===== src/rtl/uart_pkg.sv =====
// uart_pkg: 16550 register map, LSR bit positions and loopback sequencer states.
package uart_pkg;
   localparam logic [2:0] A_RBR = 3'd0;
   localparam logic [2:0] A_THR = 3'd0;
   localparam logic [2:0] A_LCR = 3'd3;
   localparam logic [2:0] A_LSR = 3'd5;
   localparam int LSR_DR = 0;
   localparam int LSR_TEMT = 6;
   typedef logic [2:0] state_t;
   localparam state_t S_IDLE = 3'd0;
   localparam state_t S_CFG  = 3'd1;
   localparam state_t S_TXW  = 3'd2;
   localparam state_t S_PT   = 3'd3;
   localparam state_t S_PR   = 3'd4;
   localparam state_t S_RXR  = 3'd5;
   localparam state_t S_CMP  = 3'd6;
   localparam state_t S_DONE = 3'd7;
endpackage


===== src/rtl/uart_reg_access.sv =====
// uart_reg_access: one register read or write per req, acked when complete.
// Reads capture rx_data RD_LAT cycles after the rx_en strobe cycle.
module uart_reg_access
   import uart_pkg::*;
#(
   parameter int RD_LAT = 2
) (
   input  logic       clk,
   input  logic       rst,
   input  logic       req,
   input  logic       we,
   input  logic [2:0] addr,
   input  logic [7:0] wr_data,
   output logic       ack,
   output logic [7:0] rd_data,
   output logic       tx_en,
   output logic [2:0] tx_addr,
   output logic [7:0] tx_data,
   output logic       rx_en,
   output logic [2:0] rx_addr,
   input  logic [7:0] rx_data
);
   logic       act;
   logic       rd;
   logic [7:0] cnt;

   always_ff @(posedge clk or posedge rst) begin
      if (rst) begin
         act     <= 1'b0;
         rd      <= 1'b0;
         cnt     <= 8'd0;
         ack     <= 1'b0;
         rd_data <= 8'd0;
         tx_en   <= 1'b0;
         tx_addr <= 3'd0;
         tx_data <= 8'd0;
         rx_en   <= 1'b0;
         rx_addr <= 3'd0;
      end else begin
         tx_en   <= 1'b0;
         rx_en   <= 1'b0;
         tx_data <= 8'd0;
         ack     <= 1'b0;
         if (!act) begin
            if (req) begin
               act   <= 1'b1;
               rd    <= !we;
               cnt   <= 8'd0;
               tx_en <= we;
               rx_en <= !we;
               if (we) begin
                  tx_addr <= addr;
                  tx_data <= wr_data;
               end else
                  rx_addr <= addr;
            end
         end else if (!rd || cnt == 8'(RD_LAT)) begin
            act <= 1'b0;
            ack <= 1'b1;
            if (rd) rd_data <= rx_data;
         end else
            cnt <= cnt + 8'd1;
      end
   end
endmodule


===== src/rtl/uart_loop_seq.sv =====
// uart_loop_seq: configures a 16550-style UART and runs a NUM_BYTES TX->RX
// loopback check, reporting mismatches and LSR poll timeouts per run.
module uart_loop_seq
   import uart_pkg::*;
#(
   parameter int         NUM_BYTES = 4,
   parameter logic [7:0] LCR_VAL   = 8'h2B,
   parameter int         RD_LAT    = 2,
   parameter int         TMO_W     = 16
) (
   input  logic       I_CLK,
   input  logic       I_RESET,
   input  logic       I_START,
   input  logic [7:0] I_SEED,
   output logic       O_TX_EN,
   output logic [2:0] O_WADDR,
   output logic [7:0] O_WDATA,
   output logic       O_RX_EN,
   output logic [2:0] O_RADDR,
   input  logic [7:0] I_RDATA,
   output logic       O_BUSY,
   output logic       O_DONE,
   output logic       O_PASS,
   output logic [7:0] O_ERR_CNT,
   output logic       O_TIMEOUT
);
   state_t           state;
   logic             start_q;
   logic             pend;
   logic             req;
   logic             we;
   logic             ack;
   logic             polled;
   logic             last;
   logic [2:0]       addr;
   logic [7:0]       seed;
   logic [7:0]       k;
   logic [7:0]       err;
   logic [7:0]       err_n;
   logic [7:0]       rdata;
   logic [7:0]       exp_byte;
   logic [7:0]       wr_data;
   logic [TMO_W-1:0] tmo;
   logic [TMO_W-1:0] tmo_n;

   // pend keeps req to a single cycle per transaction while the access is in flight
   always_comb begin
      req      = (state inside {S_CFG, S_TXW, S_PT, S_PR, S_RXR}) && !pend;
      we       = state == S_CFG || state == S_TXW;
      addr     = state == S_CFG ? A_LCR : state == S_TXW ? A_THR : state == S_RXR ? A_RBR : A_LSR;
      exp_byte = seed + k;
      wr_data  = state == S_CFG ? LCR_VAL : exp_byte;
      tmo_n    = tmo + TMO_W'(1);
      err_n    = (rdata != exp_byte && err != 8'hFF) ? err + 8'd1 : err;
      polled   = state == S_PT ? rdata[LSR_TEMT] : rdata[LSR_DR];
      last     = k == 8'(NUM_BYTES - 1);
   end

   assign O_BUSY = state != S_IDLE;
   assign O_DONE = state == S_DONE;

   always_ff @(posedge I_CLK or posedge I_RESET) begin
      if (I_RESET) begin
         state     <= S_IDLE;
         start_q   <= 1'b0;
         pend      <= 1'b0;
         seed      <= 8'd0;
         k         <= 8'd0;
         err       <= 8'd0;
         tmo       <= '0;
         O_PASS    <= 1'b0;
         O_ERR_CNT <= 8'd0;
         O_TIMEOUT <= 1'b0;
      end else begin
         start_q <= I_START;
         if (req) pend <= 1'b1;
         else if (ack) pend <= 1'b0;
         case (state)
            S_IDLE: if (I_START && !start_q) begin
               seed  <= I_SEED;
               k     <= 8'd0;
               err   <= 8'd0;
               state <= S_CFG;
            end
            S_CFG: if (ack) state <= S_TXW;
            S_TXW: if (ack) begin
               tmo   <= '0;
               state <= S_PT;
            end
            S_PT, S_PR: if (ack) begin
               if (polled) begin
                  tmo   <= '0;
                  state <= state == S_PT ? S_PR : S_RXR;
               end else if (&tmo_n) begin
                  O_ERR_CNT <= err;
                  O_TIMEOUT <= 1'b1;
                  O_PASS    <= 1'b0;
                  state     <= S_DONE;
               end else
                  tmo <= tmo_n;
            end
            S_RXR: if (ack) state <= S_CMP;
            S_CMP: begin
               err <= err_n;
               if (last) begin
                  O_ERR_CNT <= err_n;
                  O_TIMEOUT <= 1'b0;
                  O_PASS    <= err_n == 8'd0;
                  state     <= S_DONE;
               end else begin
                  k     <= k + 8'd1;
                  state <= S_TXW;
               end
            end
            default: state <= S_IDLE;
         endcase
      end
   end

   uart_reg_access #(.RD_LAT(RD_LAT)) u_acc (
      .clk     (I_CLK),
      .rst     (I_RESET),
      .req     (req),
      .we      (we),
      .addr    (addr),
      .wr_data (wr_data),
      .ack     (ack),
      .rd_data (rdata),
      .tx_en   (O_TX_EN),
      .tx_addr (O_WADDR),
      .tx_data (O_WDATA),
      .rx_en   (O_RX_EN),
      .rx_addr (O_RADDR),
      .rx_data (I_RDATA)
   );
endmodule


===== config.mk =====
export PLATFORM = sky130hd
export DESIGN_NAME = uart_loop_seq
export DESIGN_NICKNAME = d
export VERILOG_FILES = /design/src/rtl/uart_pkg.sv /design/src/rtl/uart_reg_access.sv /design/src/rtl/uart_loop_seq.sv
export SDC_FILE = /design/constraint.sdc
export NUM_CORES = 1
export LEC_CHECK = 0
export ABC_AREA = 1
export BUFFER_PORTS_ARGS = -buffer_cell sky130_fd_sc_hd__buf_2
export CORE_AREA = 4 4 117 96
export DETAILED_ROUTE_END_ITERATION = 6
export DIE_AREA = 0 0 121 100
export PLACE_DENSITY_LB_ADDON = 0.12
export SKIP_LAST_GASP = 1
export SLEW_MARGIN = 5
export SYNTH_ARGS = -nofsm -noshare
export SYNTH_HDL_FRONTEND = slang
export SYNTH_HIERARCHICAL = 1
export SYNTH_SLANG_ARGS = --single-unit

===== constraint.sdc =====
create_clock -name I_CLK -period 2.9 [get_ports I_CLK]
set_input_delay 0.58 -clock I_CLK [delete_from_list [all_inputs] [get_ports I_CLK]]
set_output_delay 0.58 -clock I_CLK [all_outputs]
set_load 0.01 [all_outputs]

[Word level (Yosys, flattened, before mapping)]
Index checks and enable logic that the tools add are counted.
Storage, ports and cells
  logic and storage cells: 138
  bits of input ports: 19
  bits in registers: 90
Cells by class
  bitwise gates (word level): 2
  reductions and logical operators: 31
  mux-type cells: 57
  equal/unequal tests: 23
  add/subtract/negate cells: 5
Operators with widths (number)
  2-to-1 mux 8 bit: 14
  2-to-1 mux 16 bit: 4
  one-hot mux 8 bit (2 select lines): 3
  2-to-1 mux 3 bit: 11
  one-hot mux 16 bit (2 select lines): 1
  adder 8 x 1 -> 8 bit, second input constant: 3
  2-to-1 mux 1 bit: 21
  one-hot mux 3 bit (6 select lines): 1
  adder 16 x 1 -> 16 bit, second input constant: 1
  equality test 8 x 2 -> 1 bit, second input constant: 2
  AND reduction 16 bit: 1
  equality test 3 bit, second input constant: 4
  inequality test 2 bit, second input constant: 6
  AND reduction 3 bit: 4
  nonzero test 2 bit: 5
  adder 8 bit: 1
  zero test 8 bit: 1
  inequality test 2 x 1 -> 1 bit, second input constant: 4
  inequality test 8 bit: 1
  inequality test 8 bit, second input constant: 1
  AND reduction 2 bit: 4
  equality test 3 x 2 -> 1 bit, second input constant: 2
  inequality test 3 bit, second input constant: 2
  AND reduction 6 bit: 1
  other kinds (12): 20

[Longest topological paths before layout]
  depth after elaboration: 7
  mapped depth: 22
  gate-level depth less buffers: 22

[Hierarchy]
The synthesis kept the hierarchy.
By module, submodules not included
  uart_loop_seq: cells each 514, area each 3687.3 sq um, sequential area each 1376.3 sq um, instances 1
  uart_reg_access: cells each 174, area each 1560.2 sq um, sequential area each 875.8 sq um, instances 1

[Least setup slack after synthesis]
Ideal clock, no wire load.
  path type: flip-flop to flip-flop
  start: register k[0]
  end: register O_PASS
  library setup time: 0.117 ns
  period minus slack after synthesis: 2.391 ns
  buffers on the path: 0
  data arrival time: 2.274 ns
  setup slack: 0.509 ns
  stages on the path, launching flop included: 20
  required time: 2.783 ns
  cells stage by stage: dfrtp_1 ha_1 inv_1 fa_1 xor2_1 nand2_1 nor2_1 nand2_1 nor2_1 nand2_1 nor2_1 nand2_2 nand2_1 nand2_1 nand2_1 inv_1 nand2_1 nor2_1 nand3_1 nand2_1
On the way
  longest elaborated chain between the ends: 7
  elaborated cells on any way between the ends: 10
  those cells by class: 1 x add/sub; 3 x eq/ne; 3 x mux; 3 x reduce/logical
RTL lines
  start: declaration: RTL line uart_loop_seq.sv:37  | logic [7:0] k;
  start signal: assignment: RTL line uart_loop_seq.sv:111  | k <= k + 8'd1;
  adder 8 bit: RTL line uart_loop_seq.sv:51  | exp_byte = seed + k;
  inequality test 8 bit: RTL line uart_loop_seq.sv:54  | err_n = (rdata != exp_byte && err != 8'hFF) ? err + 8'd1 : err;
  logical AND 1 bit: RTL line uart_loop_seq.sv:54
  2-to-1 mux 8 bit: RTL line uart_loop_seq.sv:54
  zero test 8 bit: RTL line uart_loop_seq.sv:108  | O_PASS <= err_n == 8'd0;
  2-to-1 mux 1 bit: RTL line uart_loop_seq.sv:105  | if (last) begin
  one-hot mux 1 bit (2 select lines): RTL line uart_loop_seq.sv:78  | case (state)
  end signal: assignment: RTL line uart_loop_seq.sv:71  | O_PASS <= 1'b0;
  end signal: assignment: RTL line uart_loop_seq.sv:97  | O_PASS <= 1'b0;
  end signal: assignment: RTL line uart_loop_seq.sv:108
  end: declaration: RTL line uart_loop_seq.sv:23  | output logic O_PASS,
Parallel ways exist; a longest one is shown, timed or not. The select of a mux whose other input is x is not followed.
A chain may end at the register's enable or synchronous reset.

[Worst setup path in the final report]
Ends and elaborated chain as after synthesis.

==> flow_metrics.py <==
metrics = {
    "floorplan": {
        "die_height_um": 100,
        "io_pins": 47,
        "die_w_um": 121,
        "row_count": 33,
        "die_area_um2": 12100,
        "start_util_pct": 51.9,
        "coreArea_um2": 10100,
    },
    "timing": {
        "maxSlewViolCount": 0,
        "final_hold_viol_count": 0,
        "relSlewSlack_pct": 68.1,
        "period_needed_ns": 2.65,
        "skew_ns": 0.00649,
        "setup_viol": 0,
        "fin_crit_sh_pct": 91.5,
        "fmax_mhz": 377,
        "tightest_slew_ns": 0.477,
    },
    "power_and_ir_drop": {
        "internal_power_uw": 3070,
        "p_sw_share_pct": 40.9,
        "comb_power_share_pct": 39.0,
        "power_frac_clock_pct": 25.0,
        "vdd_drop_max_mv": 0.353,
        "p_leak_uw": 0.00324,
        "power_switching_uw": 2120,
        "power_frac_seq_pct": 36.0,
        "p_per_area_nw_per_um2": 864,
    },
    "worst_setup_path": {
        "crit_path_max_incr_delay_ns": 0.53,
        "required_ns": 3.14,
        "path_cells": "ha_2, inv_1, fa_1, xor2_1, nand2_1, nor2_1, nand2_1, nor2_1, nand2_1, nor2_2, nand2_2, nand2_4, nand2_1, nand2_1, inv_1, nand2_1, nor2_1, nand3_1, nand2_1",
        "cp.arrival_ns": 2.89,
        "worstPathMaxFanout": 7,
        "slowest_stage": "fa_1",
        "cp_num_buf_inv": 2,
        "worstSetupStartpointType": "flip-flop",
        "endpoint_kind": "flip-flop",
        "critPathKind": "flip-flop to flip-flop",
        "critPathTopFamily": "simple AND/OR/NAND/NOR gates",
        "cp_common_cell": "nand2_1",
    },
    "clock_tree": {
        "cts_setup_buffers": 0,
        "cts.sinks": 90,
        "h-tree-depth": 3,
        "cts-root-buf": "clkbuf_16",
        "cts_made_buffers": 9,
        "clk_latency_ns": 0.35,
        "clock_path_buffers": 2,
        "cts_tree": "done",
        "clk_pin_slew_ns": 0.07,
    },
    "logic_synthesis": {
        "postSynthCellCount": 688,
        "synth-edff-count": 0,
        "yosysUniqueCellTypes": 40,
        "ys_async_sr_fraction_pct": 100,
        "synth_nets": 721,
        "synth_top_area_share_pct": 42.9,
        "yosys.area.top_type": "dfrtp_1",
        "ys_seq_area_share_pct": 42.9,
        "yosysMostFrequentCell": "nand2_1",
        "yosys_warnings": 6,
        "synthTopCellsByArea": "dfrtp_1, nand2_1, inv_1",
        "ys_ff_latch": 90,
        "synthFlopType": "dfrtp_1",
        "synth_area_um2": 5250,
        "synth.cells.most_frequent": "nand2_1, inv_1, dfrtp_1",
        "avgSynthCellArea_um2": 7.63,
    },
    "layout": {
        "seq_area_um2": 2250,
        "stdcell_area_um2": 6010,
        "utilization_pct": 59.4,
        "multi_input_area_um2": 2530,
        "fillers": 908,
        "drive_gt1_share_pct": 17.9,
        "layoutNonFillerInstCount": 890,
        "nets": 778,
        "syn_to_final_growth_pct": 14.5,
        "n_antenna_cell": 0,
    },
    "flow_run": {
        "max_cap_viol_count": 0,
    },
    "drt": {
        "drt_pass1_iterations": 5,
        "via_per_inst": 5.02,
        "routed_wl_um": 11600,
        "drt_iter0_drc": 275,
        "routedWlPerCell_um": 13.1,
        "ant_nets": 0,
        "drc": 0,
        "route.vias.total": 4470,
    },
    "grt": {
        "grt-ovfl-total": 0,
        "grt_max_degree": 36,
        "first_global_vias": 4334,
        "grt.total_usage_pct": 20.4,
        "grt_pass1_wl_um": 20100,
        "antenna_found_initial": 0,
    },
    "worst_hold_path": {
        "hold_path.class": "input pin to async pin",
    },
    "outcome": {
        "status": "finished, final reports clean",
    },
    "placed_design": {
        "placed_area_um2": 5650,
        "dp.cells": 873,
        "dp.final_hpwl_um": 8790,
        "gp_congestion": 0.871,
        "port_buffers": 46,
    },
}
[cell type report]
class / instances / area share (%)
clock buffers: 9 / 3.75
clock inverters: 7 / 1.85
flip-flops and latches: 90 / 37.5
well taps: 140 / 2.91
repair buffers: 56 / 5.08
inverters: 109 / 6.81
multi-input cells: 479 / 42.1
[placed cells by master, fill, tap and decap left out, drive strengths merged, types with 2 or more instances in the layout]
master,instances
nor4,2
nand3b,5
xor2,20
clkbuf,9
inv,110
buf,56
or2,2
nand4,15
xnor2,2
nor3,11
o21ai,42
clkinv,4
nand2,206
nand3,71
o22ai,4
dfrtp,90
a21oi,12
ha,13
nor2,68
bufinv,2
[registers in the layout, indices dropped and copies added, names as in the netlist, 3 cells and up]
| name | flops |
|---|---|
| k | 8 |
| tmo | 16 |
| O_ERR_CNT | 8 |
| err | 8 |
| u_acc/rx_addr | 3 |
| u_acc/tx_data | 8 |
| u_acc/rd_data | 8 |
| seed | 8 |
| u_acc/cnt | 8 |
| state | 3 |
| u_acc/tx_addr | 3 |
[routing by layer]
metal / share of wire, % / global-route usage (%) / vias to the layer above
met5: 0 / 0 / -
met4: 1.2 / 5.75 / 0
met3: 3.5 / 4.06 / 12
met2: 46 / 32.2 / 81
met1: 49 / 28.7 / 2084
li1: - / - / 2293
[worst register-to-register path, cell delays in order (launching register included)]
cell     delay (ns)
dfrtp_1        0.39
ha_2           0.20
inv_1          0.05
fa_1           0.53
xor2_1         0.15
nand2_1        0.06
nor2_1         0.10
nand2_1        0.06
nor2_1         0.09
nand2_1        0.08
nor2_2         0.15
nand2_2        0.15
nand2_4        0.12
nand2_1        0.07
nand2_1        0.09
inv_1          0.06
nand2_1        0.05
nor2_1         0.04
nand3_1        0.06
nand2_1        0.04
[metrics by stage]
stage / hold slack, ns / power, uW / setup slack [ns] / setup TNS, ns
global route: 0.194 / 5610 / -0.0174 / -0.0174
CTS: 0.169 / 5200 / 0.175 / 0
global placement: 0.462 / 3830 / 0.327 / 0
detailed placement: 0.465 / 3880 / 0.198 / 0
finish: 0.166 / 5190 / 0.248 / 0
floorplan: 0.448 / 3330 / 0.509 / 0
[worst paths after layout]
check,from,slack [ns],cells past startpoint,end
worst min-delay path,I_RESET,0.17,2,tmo[12]$_DFFE_PP0P_
max in group asynchronous,I_RESET,2.13,3,seed[6]$_DFFE_PP0P_
worst min register to register,u_acc/tx_addr[1]$_DFFE_PP0P_,0.48,2,u_acc/tx_addr[1]$_DFFE_PP0P_
worst max register to register,k[0]$_DFFE_PP0P_,0.25,19,O_PASS$_DFFE_PP0P_
worst max-delay path,k[0]$_DFFE_PP0P_,0.25,19,O_PASS$_DFFE_PP0P_
min in group I_CLK,I_START,0.38,1,start_q$_DFF_PP0_
[cell families (layout without fill, tap and decap cells)]
group,count (synthesis),count (layout),share of synthesized area (%)
fa+ha+maj,14,14,3.48
mux,1,1,0.215
compound gates,62,62,7.53
flops,90,90,42.9
xor+xnor,22,22,3.82
simple gates,379,380,32.8
buf+inv,120,181,9.25
[power groups by stage]
stage | sequential, uW | combinational (uW) | clock [uW]
final | 1870 | 2020 | 1300
after global routing | 1910 | 2320 | 1380
after CTS | 1860 | 2000 | 1340
after detailed placement | 1880 | 1990 | 0
after global placement | 1870 | 1960 | 0
after floorplan | 1830 | 1500 | 0
[timing repair]
action / in CTS / in global routing
hold buffers: 0 / 0
setup endpoints to repair: 0 / 6
gates resized for setup: 0 / 6
No activity file was read; power rests on OpenSTA's default activity.
